<file path="src/rtl/als_responder.sv">
// Serial ambient-light-sensor responder: shifts one 16-bit frame carrying an
// 8-bit light sample to a reader that drives ncs/scl asynchronously to clk.
module als_responder #(
    parameter int SYNC_STAGES = 2,
    parameter int FRAME_BITS  = 16
) (
    input  logic       clk,
    input  logic       rst,
    input  logic       ncs,
    input  logic       scl,
    output logic       sda,
    output logic       sda_oe,
    input  logic [7:0] sample_data,
    output logic       frame_done,
    output logic       frame_abort
);

    localparam logic [1:0] ST_IDLE  = 2'd0;
    localparam logic [1:0] ST_SHIFT = 2'd1;
    localparam logic [1:0] ST_HOLD  = 2'd2;

    localparam logic [4:0] LAST_RISE  = 5'(FRAME_BITS - 1);
    localparam logic [2:0] FLUSH_DONE = 3'(SYNC_STAGES);

    logic [SYNC_STAGES-1:0] ncs_sync;
    logic [SYNC_STAGES-1:0] scl_sync;
    logic                   ncs_hist;
    logic                   scl_hist;
    logic                   ncs_last;
    logic                   scl_last;
    logic [2:0]             flush_cnt;
    logic                   armed;

    logic [1:0] state;
    logic [7:0] shadow;
    logic [3:0] bit_idx;
    logic [3:0] next_idx;
    logic [4:0] rise_cnt;

    logic ncs_fall;
    logic ncs_rise;
    logic scl_fall;
    logic scl_rise;

    // Frame layout: bits 0-2 zero, bits 3-10 carry data MSB first, bits 11-15 zero.
    function automatic logic frame_bit(input logic [3:0] idx, input logic [7:0] data);
        if (idx >= 4'd3 && idx <= 4'd10)
            return data[3'(4'd10 - idx)];
        return 1'b0;
    endfunction

    assign ncs_last = ncs_sync[SYNC_STAGES-1];
    assign scl_last = scl_sync[SYNC_STAGES-1];

    assign ncs_fall = armed & ncs_hist & ~ncs_last;
    assign ncs_rise = ~ncs_hist & ncs_last;
    assign scl_fall = scl_hist & ~scl_last;
    assign scl_rise = ~scl_hist & scl_last;

    assign next_idx = (bit_idx == 4'd15) ? 4'd15 : bit_idx + 4'd1;

    // NOTE: every register below is assigned with <= so all state updates
    // see the same pre-edge values regardless of statement order.
    always_ff @(posedge clk) begin
        if (rst) begin
            ncs_sync    <= '1;
            scl_sync    <= '1;
            ncs_hist    <= 1'b1;
            scl_hist    <= 1'b1;
            flush_cnt   <= '0;
            armed       <= 1'b0;
            state       <= ST_IDLE;
            shadow      <= '0;
            bit_idx     <= '0;
            rise_cnt    <= '0;
            sda         <= 1'b0;
            sda_oe      <= 1'b0;
            frame_done  <= 1'b0;
            frame_abort <= 1'b0;
        end else begin
            ncs_sync <= {ncs_sync[SYNC_STAGES-2:0], ncs};
            scl_sync <= {scl_sync[SYNC_STAGES-2:0], scl};
            ncs_hist <= ncs_last;
            scl_hist <= scl_last;

            // The reset value of the synchronizer looks like ncs high; a frame may
            // only start once the real pin has been seen high after the flush.
            if (flush_cnt != FLUSH_DONE)
                flush_cnt <= flush_cnt + 3'd1;
            armed <= armed | ((flush_cnt == FLUSH_DONE) & ncs_last);

            frame_done  <= 1'b0;
            frame_abort <= 1'b0;

            case (state)
                ST_IDLE: begin
                    sda    <= 1'b0;
                    sda_oe <= 1'b0;
                    if (ncs_fall) begin
                        shadow   <= sample_data;
                        bit_idx  <= '0;
                        rise_cnt <= '0;
                        sda_oe   <= 1'b1;
                        sda      <= frame_bit(4'd0, sample_data);
                        state    <= ST_SHIFT;
                    end
                end

                ST_SHIFT: begin
                    if (ncs_rise) begin
                        state       <= ST_IDLE;
                        sda         <= 1'b0;
                        sda_oe      <= 1'b0;
                        frame_abort <= 1'b1;
                    end else begin
                        if (scl_fall) begin
                            bit_idx <= next_idx;
                            sda     <= frame_bit(next_idx, shadow);
                        end
                        if (scl_rise) begin
                            rise_cnt <= rise_cnt + 5'd1;
                            if (rise_cnt == LAST_RISE) begin
                                frame_done <= 1'b1;
                                sda        <= 1'b0;
                                state      <= ST_HOLD;
                            end
                        end
                    end
                end

                ST_HOLD: begin
                    sda    <= 1'b0;
                    sda_oe <= 1'b1;
                    if (ncs_rise) begin
                        state  <= ST_IDLE;
                        sda_oe <= 1'b0;
                    end
                end

                default: begin
                    state  <= ST_IDLE;
                    sda    <= 1'b0;
                    sda_oe <= 1'b0;
                end
            endcase
        end
    end

endmodule

</file>
<file path="config.mk">
export PLATFORM = sky130hd
export DESIGN_NAME = als_responder
export DESIGN_NICKNAME = d
export VERILOG_FILES = /design/src/rtl/als_responder.sv
export SDC_FILE = /design/constraint.sdc
export NUM_CORES = 1
export LEC_CHECK = 0
export CAP_MARGIN = 25
export CELL_PAD_IN_SITES_DETAIL_PLACEMENT = 1
export CELL_PAD_IN_SITES_GLOBAL_PLACEMENT = 2
export CORE_MARGIN = 8
export CORE_UTILIZATION = 35
export CTS_CLUSTER_DIAMETER = 30
export DETAILED_ROUTE_END_ITERATION = 8
export GPL_TIMING_DRIVEN = 0
export PLACE_DENSITY = 0.77
export SLEW_MARGIN = 20
export SYNTH_ARGS = -nofsm -noshare
export SYNTH_HDL_FRONTEND = slang
export SYNTH_SLANG_ARGS = --single-unit
</file>
<file path="constraint.sdc">
create_clock -name clk -period 2.6 [get_ports clk]
set_clock_uncertainty 0.1 [all_clocks]
set_input_delay 0.39 -clock clk [delete_from_list [all_inputs] [get_ports clk]]
set_output_delay 0.39 -clock clk [all_outputs]
set_load 0.05 [all_outputs]
</file>
==> reports/metrics.cfg <==
[final_layout]
final_cell_mix=dfxtp_1, nand2_1, clkdlybuf4s50_1, a21oi_1, nor2_1
syn2layout_area_growth_pct=19.1
fin_area_um2=1920
antenna_cells=0
final_common_cell=dfxtp_1
fin_nets=215
drive_above_1_share=0.174

[placement]
gp_congestion=0.768
placed_cell_area_um2=1810
portBuffers=14
dp_hpwl_um=2850

[logic_synthesis]
synth-async-reset-ratio=0
synth_area_leaders=dfxtp_1, ha_1, nand2_1, a21oi_1, mux4_2
synth.top_cell.area_share=0.411
syn-num-nets=194
ys_seq_area_frac=0.411
synth_largest_area_cell=dfxtp_1
syn_avg_cell_area_um2=9.24
synth_flop_cell=dfxtp_1
synth.distinct_cells=47
yosys_warnings=0
synthCells=174
syn_area_um2=1610
synth-edff-count=0
ys_ff_latch=33

[worst_setup_path]
path_buf_inv=0
crit_start=bit_idx[1]
cp_top_family=multiplexers
path_cells=ha_1 -> nand3_1 -> or2b_1 -> ha_4 -> mux4_2 -> mux2_2 -> nand3_1 -> a2111oi_2
critPathLaunchType=flop
slowest_delay_ns=0.48
cp.depth=8
endpoint_kind=flop
cpMostUsedCell=nand3_1
critPathKind=flop to flop
crit_slowest_cell=mux4_2
r2r_start=bit_idx[1]
critPathArrivalTime_ns=2.56
critical_path_required_ns=2.66
endpoint=sda
r2r_slack_ns=0.10
worstPathMaxFanout=6
r2r-end=sda
rr_worst_depth=8

[flow_run]
cap_violations=0

[cts]
clk_pin_slew_ns=0.07
postCtsSetupBuffers=0
clock_latency_ns=0.28
htreeDepth=2
clock_sinks=33
cts_made_buffers=5
cts_tree=yes
root_buffer=clkbuf_8
clockBufferDepth=2

[run_status]
outcome=finished clean

[route]
wl_per_cell_um=15.4
drt-vias-per-instance=5.24
num_vias=1294
wirelength_um=3800
dr.pass1.iters=4
dr.first_iter.drc_count=41
ant_nets=0
drcViolationCount=0

[global_routing]
grtUsageTotal=0.112
gr-total-overflow=0
grt_pass1_wl_um=6380
grt_pass1_vias=1350
antenna_found_initial=0
grt_max_degree=11

[power]
swShare=0.258
p_sw_mw=0.283
p_int_mw=0.813
leakagePower_nw=0.697
irDropWorstVdd_uv=319
p_clk_frac=0.356
power.density_nw_per_um2=572
power_frac_seq=0.513
combPwrFrac=0.131

[timing]
fmax_mhz=400
finalSetupTns_ns=0
final.min_clock_period_ns=2.50
rsz0062_at_grt=false
period_share=0.961
slew_headroom=0.550
hold_violations=0
setup_viol=0
worst_pin_slew_ns=0.671
slew_viol_final=0

[die]
die_y_um=83.8
die_area_um2=7020
start_util=0.367
io_pins=16
core-area_um2=4380
die_w_um=83.8
fp-row-count=24

[hold_path]
hold_path.class=flop to flop

-- state kept, by name (all words and copies together), names as in the netlist --
register,flops
scl_hist,1
armed,1
shadow,8
frame_abort,1
sda_oe,1
bit_idx,4
ncs_hist,1
ncs_sync,2
rise_cnt,5
scl_sync,2
frame_done,1
sda,1
flush_cnt,3
state,2
-- worst min path at each step --
stage	from	depth (start not counted)	slack, ns	end
after floorplan	ncs_sync[0]	1	0.29	ncs_sync[1]
after global placement	scl_sync[0]	1	0.29	scl_sync[1]
after detailed placement	scl_sync[0]	1	0.30	scl_sync[1]
after CTS	scl_sync[0]	1	0.32	scl_sync[1]
after global routing	ncs_sync[0]	1	0.34	ncs_sync[1]
final	scl_sync[0]	1	0.32	scl_sync[1]
-- routing by layer --
layer,global-route usage,wire [um]
met1,0.126,1760
met2,0.190,1840
met3,0.0352,135
met4,0.0471,68
met5,0,0
-- cell families (layout without fill, tap and decap cells) --
logic type | after synthesis | in the layout | synth area share
AO/OA/AOI/OAI | 36 | 36 | 0.168
XOR/XNOR | 3 | 3 | 0.0163
adder cells (fa/ha/maj) | 8 | 8 | 0.0623
buffers and inverters | 18 | 39 | 0.0467
multiplexers | 5 | 5 | 0.0475
AND/OR/NAND/NOR | 71 | 71 | 0.248
flip-flops | 33 | 33 | 0.411
-- what timing repair did --
action,CTS,global route
endpoints found under the setup margin,0,1
resized for setup,0,1
hold buffers,0,0
-- stage by stage --
| stage | instances | hold WS, ns | setup WS [ns] | power [mW] | util |
|---|---|---|---|---|---|
| 3_3_place_gp | 240 | 0.293 | 0.0814 | 0.705 | 0.414 |
| 3_5_place_dp | 240 | 0.302 | 0.0450 | 0.721 | 0.414 |
| 2_1_floorplan | 174 | 0.289 | 0.259 | 0.669 | - |
| 6_report | 247 | 0.318 | 0.101 | 1.10 | 0.437 |
| 4_1_cts | 247 | 0.319 | 0.0365 | 1.12 | 0.434 |
| 5_1_grt | 247 | 0.335 | 0.0138 | 1.16 | 0.437 |
-- cell type report --
| cell class | count | area (um^2) |
|---|---|---|
| clock buffer | 6 | 82.6 |
| timing repair buffer | 14 | 140 |
| sequential | 33 | 661 |
| tap | 52 | 65.1 |
| multi-input combinational | 123 | 885 |
| buffer | 9 | 41.3 |
| clock inverter | 1 | 7.51 |
| fill | 511 | 2470 |
| inverter | 9 | 33.8 |
-- cell usage after synthesis, types with 2 or more instances --
cell type and number:
nand3_1 6, or2_2 6, dfxtp_1 33, clkbuf_1 5, mux4_2 2, nand2b_1 5, a21oi_1 13, nor2b_1 2
a2111oi_0 2, mux2i_1 2, a22oi_1 2, nor3_2 3, buf_2 3, ha_1 8, o32ai_1 2, nor3_1 6
a31oi_1 2, a211oi_1 3, nand2_1 21, xnor2_1 3, nor2_1 11, inv_1 9
-- power by group through the flow --
stage / combinational, mW / clock (mW) / sequential [mW]
after global routing: 0.162 / 0.431 / 0.565
final: 0.143 / 0.390 / 0.563
after CTS: 0.147 / 0.411 / 0.563
after global placement: 0.134 / 0 / 0.571
after floorplan: 0.0992 / 0 / 0.570
after detailed placement: 0.146 / 0 / 0.575
-- worst reg2reg max path: stages (launching register included) --
cell and delay, ns:
dfxtp_1 0.34, ha_1 0.25, nand3_1 0.12, or2b_1 0.30, ha_4 0.30, mux4_2 0.48, mux2_2 0.28, nand3_1 0.13
a2111oi_2 0.08
(Power assumes the default switching activity.)
